--- src/rtl/vector_mem_unit.sv ---
// vector_mem_unit: multi-beat vector load/store engine between a 32-bit data
// memory port and a 256-bit vector register file.
//   Load : NUM_WORDS word reads assembled into one vector, then a single
//          register file write (rf_we/rf_waddr/rf_wdata).
//   Store: a captured vector written out as NUM_WORDS consecutive words.
// Ports:
//   clk, rst_n                        clock, async active-low reset
//   start, op, base_addr, rd_addr,    request and its payload (sampled when idle)
//   store_data
//   busy, done                        status / one-cycle completion pulse
//   mem_req, mem_we, mem_addr,        memory beat request
//   mem_wdata, mem_rdata, mem_ready
//   rf_we, rf_waddr, rf_wdata         register file write port
// All outputs are registered.
module vector_mem_unit #(
    parameter int unsigned REG_WIDTH  = 256,
    parameter int unsigned WORD_WIDTH = 32,
    parameter int unsigned ADDR_WIDTH = 32
) (
    input  logic                  clk,
    input  logic                  rst_n,
    input  logic                  start,
    input  logic                  op,
    input  logic [ADDR_WIDTH-1:0] base_addr,
    input  logic [4:0]            rd_addr,
    input  logic [REG_WIDTH-1:0]  store_data,
    output logic                  busy,
    output logic                  done,
    output logic                  mem_req,
    output logic                  mem_we,
    output logic [ADDR_WIDTH-1:0] mem_addr,
    output logic [WORD_WIDTH-1:0] mem_wdata,
    input  logic [WORD_WIDTH-1:0] mem_rdata,
    input  logic                  mem_ready,
    output logic                  rf_we,
    output logic [4:0]            rf_waddr,
    output logic [REG_WIDTH-1:0]  rf_wdata
);

    localparam int unsigned NUM_WORDS = REG_WIDTH / WORD_WIDTH;
    localparam int unsigned CNT_W     = (NUM_WORDS > 1) ? $clog2(NUM_WORDS) : 1;
    localparam int unsigned RD_W      = 5;

    typedef enum logic [1:0] {
        ST_IDLE      = 2'd0,
        ST_XFER      = 2'd1,
        ST_WRITEBACK = 2'd2,
        ST_DONE      = 2'd3
    } state_t;

    state_t                r_state, w_state_next;
    logic [CNT_W-1:0]      r_cnt, w_cnt_next;
    logic                  r_op, w_op_next;
    logic [ADDR_WIDTH-1:0] r_base, w_base_next;
    logic [RD_W-1:0]       r_rd, w_rd_next;
    logic [REG_WIDTH-1:0]  r_buf, w_buf_next;
    logic                  w_beat, w_last_beat;

    logic                  r_busy, r_done, r_mem_req, r_mem_we, r_rf_we;
    logic [ADDR_WIDTH-1:0] r_mem_addr;
    logic [WORD_WIDTH-1:0] r_mem_wdata;
    logic [RD_W-1:0]       r_rf_waddr;
    logic [REG_WIDTH-1:0]  r_rf_wdata;

    logic                  w_busy_next, w_done_next, w_mem_req_next, w_mem_we_next, w_rf_we_next;
    logic [ADDR_WIDTH-1:0] w_mem_addr_next;
    logic [WORD_WIDTH-1:0] w_mem_wdata_next;
    logic [RD_W-1:0]       w_rf_waddr_next;
    logic [REG_WIDTH-1:0]  w_rf_wdata_next;

    // mem_req is high exactly in XFER, so a handshake is XFER plus ready
    assign w_beat      = (r_state == ST_XFER) && mem_ready;
    assign w_last_beat = w_beat && (r_cnt == CNT_W'(NUM_WORDS - 1));

    // State register
    always_ff @(posedge clk or negedge rst_n) begin
        if (!rst_n) begin
            r_state <= ST_IDLE;
        end else begin
            r_state <= w_state_next;
        end
    end

    // Next-state logic
    always_comb begin
        w_state_next = r_state;
        case (r_state)
            ST_IDLE:      if (start) w_state_next = ST_XFER;
            ST_XFER:      if (w_last_beat) w_state_next = r_op ? ST_DONE : ST_WRITEBACK;
            ST_WRITEBACK: w_state_next = ST_IDLE;
            ST_DONE:      w_state_next = ST_IDLE;
            default:      w_state_next = ST_IDLE;
        endcase
    end

    // Request capture, beat counter and lane assembly
    always_comb begin
        w_cnt_next  = r_cnt;
        w_op_next   = r_op;
        w_base_next = r_base;
        w_rd_next   = r_rd;
        w_buf_next  = r_buf;
        if ((r_state == ST_IDLE) && start) begin
            w_op_next   = op;
            w_rd_next   = rd_addr;
            w_base_next = base_addr & ~ADDR_WIDTH'(3);
            w_buf_next  = op ? store_data : '0;
            w_cnt_next  = '0;
        end else if (w_beat) begin
            // rdata only lands on a completed beat; stall-cycle data is dropped
            if (!r_op) begin
                w_buf_next[WORD_WIDTH*32'(r_cnt) +: WORD_WIDTH] = mem_rdata;
            end
            w_cnt_next = r_cnt + CNT_W'(1);
        end
    end

    always_ff @(posedge clk or negedge rst_n) begin
        if (!rst_n) begin
            r_cnt  <= '0;
            r_op   <= 1'b0;
            r_base <= '0;
            r_rd   <= '0;
            r_buf  <= '0;
        end else begin
            r_cnt  <= w_cnt_next;
            r_op   <= w_op_next;
            r_base <= w_base_next;
            r_rd   <= w_rd_next;
            r_buf  <= w_buf_next;
        end
    end

    // Output decode from next state so every output leaves a flop
    always_comb begin
        w_busy_next      = (w_state_next != ST_IDLE);
        w_mem_req_next   = (w_state_next == ST_XFER);
        w_mem_we_next    = 1'b0;
        w_mem_addr_next  = '0;
        w_mem_wdata_next = '0;
        w_done_next      = (w_state_next == ST_WRITEBACK) || (w_state_next == ST_DONE);
        w_rf_we_next     = (w_state_next == ST_WRITEBACK);
        w_rf_waddr_next  = '0;
        w_rf_wdata_next  = '0;
        if (w_mem_req_next) begin
            w_mem_we_next    = w_op_next;
            // address wraps modulo 2^ADDR_WIDTH
            w_mem_addr_next  = w_base_next + (ADDR_WIDTH'(w_cnt_next) << 2);
            w_mem_wdata_next = w_buf_next[WORD_WIDTH*32'(w_cnt_next) +: WORD_WIDTH];
        end
        if (w_rf_we_next) begin
            w_rf_waddr_next = w_rd_next;
            w_rf_wdata_next = w_buf_next;
        end
    end

    always_ff @(posedge clk or negedge rst_n) begin
        if (!rst_n) begin
            r_busy      <= 1'b0;
            r_done      <= 1'b0;
            r_mem_req   <= 1'b0;
            r_mem_we    <= 1'b0;
            r_mem_addr  <= '0;
            r_mem_wdata <= '0;
            r_rf_we     <= 1'b0;
            r_rf_waddr  <= '0;
            r_rf_wdata  <= '0;
        end else begin
            r_busy      <= w_busy_next;
            r_done      <= w_done_next;
            r_mem_req   <= w_mem_req_next;
            r_mem_we    <= w_mem_we_next;
            r_mem_addr  <= w_mem_addr_next;
            r_mem_wdata <= w_mem_wdata_next;
            r_rf_we     <= w_rf_we_next;
            r_rf_waddr  <= w_rf_waddr_next;
            r_rf_wdata  <= w_rf_wdata_next;
        end
    end

    assign busy      = r_busy;
    assign done      = r_done;
    assign mem_req   = r_mem_req;
    assign mem_we    = r_mem_we;
    assign mem_addr  = r_mem_addr;
    assign mem_wdata = r_mem_wdata;
    assign rf_we     = r_rf_we;
    assign rf_waddr  = r_rf_waddr;
    assign rf_wdata  = r_rf_wdata;

endmodule

--- config.mk ---
export PLATFORM = sky130hd
export DESIGN_NAME = vector_mem_unit
export DESIGN_NICKNAME = d
export VERILOG_FILES = /design/src/rtl/vector_mem_unit.sv
export SDC_FILE = /design/constraint.sdc
export NUM_CORES = 1
export LEC_CHECK = 0
export BUFFER_PORTS_ARGS = -buffer_cell sky130_fd_sc_hd__buf_2
export CORE_MARGIN = 5
export CORE_UTILIZATION = 42
export CTS_CLUSTER_DIAMETER = 100
export CTS_CLUSTER_SIZE = 16
export DETAILED_ROUTE_END_ITERATION = 10
export PLACE_DENSITY = 0.68
export SLEW_MARGIN = 5
export SYNTH_ARGS = -nofsm -noshare
export SYNTH_HDL_FRONTEND = slang
export SYNTH_SLANG_ARGS = --single-unit
--- constraint.sdc ---
create_clock -name clk -period 3.7 [get_ports clk]
set_input_delay 1.11 -clock clk [delete_from_list [all_inputs] [get_ports clk]]
set_output_delay 1.11 -clock clk [all_outputs]
set_load 0.03 [all_outputs]
==> flow_summary.json <==
{
  "max_slew_margin": 0.2727,
  "ant_nets": 0,
  "clkTransAtPathRegs_ns": 0.08,
  "hold_slack_ns": 0.4731,
  "holdBufCountCts": 0,
  "tightest_slew_ns": 1.088,
  "core-area_um2": 64230,
  "utilization": 0.5429,
  "synth-edff-count": 0,
  "grt_max_degree": 85,
  "place_area_um2": 33480,
  "ys_warn_count": 0,
  "clk_latency_ns": 0.61,
  "area_delta_synth_final_pct": 28.54,
  "min_path_type": "reg -> reg",
  "dieArea_um2": 69780,
  "grt_remaining_overflow": 0,
  "avgSynthCellArea_um2": 10.27,
  "status": "complete, no violations",
  "cts_setup_buffers": 0,
  "max_freq_mhz": 288.0,
  "cts_tree": "yes",
  "arrival_ns": 3.92,
  "path_class": "reg -> reg",
  "start_util": 0.4224,
  "setup_tns_ns": 0,
  "cts_resized": 0,
  "synthFlopType": "dfrtp_1",
  "fp.dieW_um": 264.2,
  "io_pins": 660,
  "htreeDepth": 2,
  "drt_iter0_drc": 2919,
  "synth_seq_area_share": 0.5802,
  "clock_skew_ns": 0.02830,
  "post_drt_wl_per_cell_um": 27.63,
  "p_per_area_nw_per_um2": 797.6,
  "drive_gt1_frac": 0.3336,
  "cts_buffers": 46,
  "clockRootBuffer": "clkbuf_16",
  "grt_pass1_vias": 25040,
  "gp_congestion": 0.9650,
  "finalSetupViolCount": 0,
  "min_from": "r_rd[2]",
  "peakVddDrop_mv": 0.5292,
  "drt_wl_total_um": 119100,
  "final_nets": 3762,
  "crit_family": "compound AO/OA/AOI/OAI gates",
  "worstSetupStartpointType": "register",
  "cts.path.max_buffers": 3,
  "slew_viol_final": 0,
  "crit_slowest_cell": "dfrtp_1",
  "io_buffers": 657,
  "cp_common_cell": "a21oi_1",
  "maxCapViolCount": 0,
  "finalInstanceArea_um2": 34870,
  "crit_start": "r_cnt[2]",
  "dr.pass1.iters": 7,
  "ys_seq_elements": 629,
  "synthArstFlopShare": 1.000,
  "syn-cell-area_um2": 27130,
  "crit_chain": "inv_1 -> ha_1 -> buf_4 -> or3_2 -> buf_12 -> a21oi_1 -> a21oi_1 -> a221o_1 -> a221oi_1 -> nor3_1",
  "max_stage_delay_ns": 0.57,
  "grt_antenna_before_repair": 37,
  "fillers": 5796,
  "hold_viol": 0,
  "hpwl_um": 86690,
  "cp_max_fo": 46,
  "grt_usage": 0.3282,
  "grt_pass1_wl_um": 171500,
  "clkSinkCount": 629,
  "rr_startpoint": "r_cnt[2]",
  "die_h_um": 264.2,
  "rsz0062_at_grt": "false",
  "total_power_mw": 27.81,
  "synth_fp_nets": 2983,
  "crit_buf_inv": 3,
  "drc_errors": 0,
  "fin_crit_ns": 3.473,
  "rows": 93,
  "cp.required_ns": 4.15,
  "vias": 25190,
  "via_per_inst": 5.845,
  "syn_inst": 2641,
  "power.leakage_nw": 18.00,
  "timing.final.crit_share": 0.9386,
  "crit_path_end_kind": "register",
  "synth.distinct_cells": 66
}
per-stage QoR:
step                worst slack, ns  cells
finish                       0.2272   4310
floorplan                   -0.4268   2641
global placement            -0.1189   4227
global route                0.08883   4300
CTS                          0.1054   4284
detailed placement          -0.1744   4227
layout by cell type (no fill, tap or decap), drive strengths merged, types with 3 or more instances in the layout:
cell type,n
o221ai,8
a21o,11
xor2,3
mux2,37
and2,136
buf,949
nor3b,4
xnor2,18
o311ai,16
nor3,63
o22ai,8
a21boi,8
mux2i,23
and3,46
a21oi,167
nand3,158
a22oi,62
diode,26
o221a,23
a221o,36
a211oi,55
clkbuf,50
a221oi,77
or3,12
ha,11
nor2,180
nand4,5
o31ai,4
clkinv,5
dfrtp,629
nand4b,9
o21ai,64
a31o,31
a31oi,47
inv,116
nand2,304
nor4,29
routing by layer:
| layer | wire, µm | GRT usage | share of wire | up-vias |
|---|---|---|---|---|
| met5 | 126 | 0 | 0.0011 | - |
| met4 | 7374 | 0.1765 | 0.062 | 18 |
| met3 | 10810 | 0.08401 | 0.091 | 328 |
| met2 | 57660 | 0.5426 | 0.48 | 1420 |
| met1 | 43090 | 0.3957 | 0.36 | 12500 |
| li1 | - | - | - | 10920 |
final cells by class:
class	count	area, µm²	share of cell area
diodes	26	65.06	0.001866
inverters	118	450.4	0.01292
multi-input cells	1676	10220	0.2930
clock buffers	50	1197	0.03434
flip-flops and latches	629	15740	0.4514
repair buffers	949	6016	0.1725
well taps	855	1070	0.03068
clock inverters	7	113.9	0.003265
synthesized netlist by cell type, drive strengths merged (5+ instances only):
cell    number  area share
mux2i       23      0.0089
a21o        11      0.0030
o21ai       64       0.012
and3        46       0.011
xnor2       18      0.0058
a221o       36       0.013
ha          11      0.0051
dfrtp      629        0.58
mux2        37       0.015
and2       136       0.031
nor4        29      0.0072
o311ai      16      0.0052
inv        116       0.016
nand3      158       0.029
o221a       23      0.0095
a31o        31       0.010
nand4b       9      0.0035
or3         12      0.0028
a221oi      77       0.025
nand2      304       0.042
nand4        5      0.0012
o221ai       8      0.0026
a22oi       62       0.017
a21boi       8      0.0022
nor3        63       0.012
a31oi       47       0.011
o22ai        8      0.0018
buf         56       0.011
a211oi      55       0.015
clkbuf     162       0.022
nor2       180       0.025
a21oi      167       0.031
sequential cells by signal, summed over array words and instances, names as in the netlist, 2 cells and up:
name and flops:
mem_addr 32, mem_wdata 32, r_base 32, r_buf 256, r_cnt 3, r_rd 5
r_state 2, rf_waddr 5, rf_wdata 256
path summary, 6_finish.rpt:
| check | slack (ns) | to | cells past startpoint |
|---|---|---|---|
| worst max-delay path | 0.23 | mem_wdata[29] | 10 |
| worst min-delay path | 0.47 | r_rd[2] | 2 |
| worst max register to register | 0.23 | mem_wdata[29] | 10 |
| worst min register to register | 0.47 | r_rd[2] | 2 |
| max in group asynchronous | 2.19 | mem_wdata[17] | 3 |
| min in group asynchronous | 0.48 | r_buf[164] | 1 |
worst reg2reg max path: stages, from the launching register on:
cell	delay, ns
dfrtp_1	0.57
inv_1	0.16
ha_1	0.37
buf_4	0.22
or3_2	0.58
buf_12	0.20
a21oi_1	0.20
a21oi_1	0.10
a221o_1	0.39
a221oi_1	0.45
nor3_1	0.10
power breakdown:
part	internal, mW	switching, mW	total (mW)
Sequential	8.74	0.607	9.35
Combinational	5.03	8.50	13.5
Clock	2.44	2.50	4.94
Total	16.2	11.6	27.8
cells by family after synthesis:
kind of cell / share of synthesized area
buf+inv: 0.04935
fa+ha+maj: 0.005811
mux: 0.02431
xor+xnor: 0.006780
flops: 0.5802
compound gates: 0.1629
simple gates: 0.1706
Note: power is estimated with default switching activity, not from simulation.
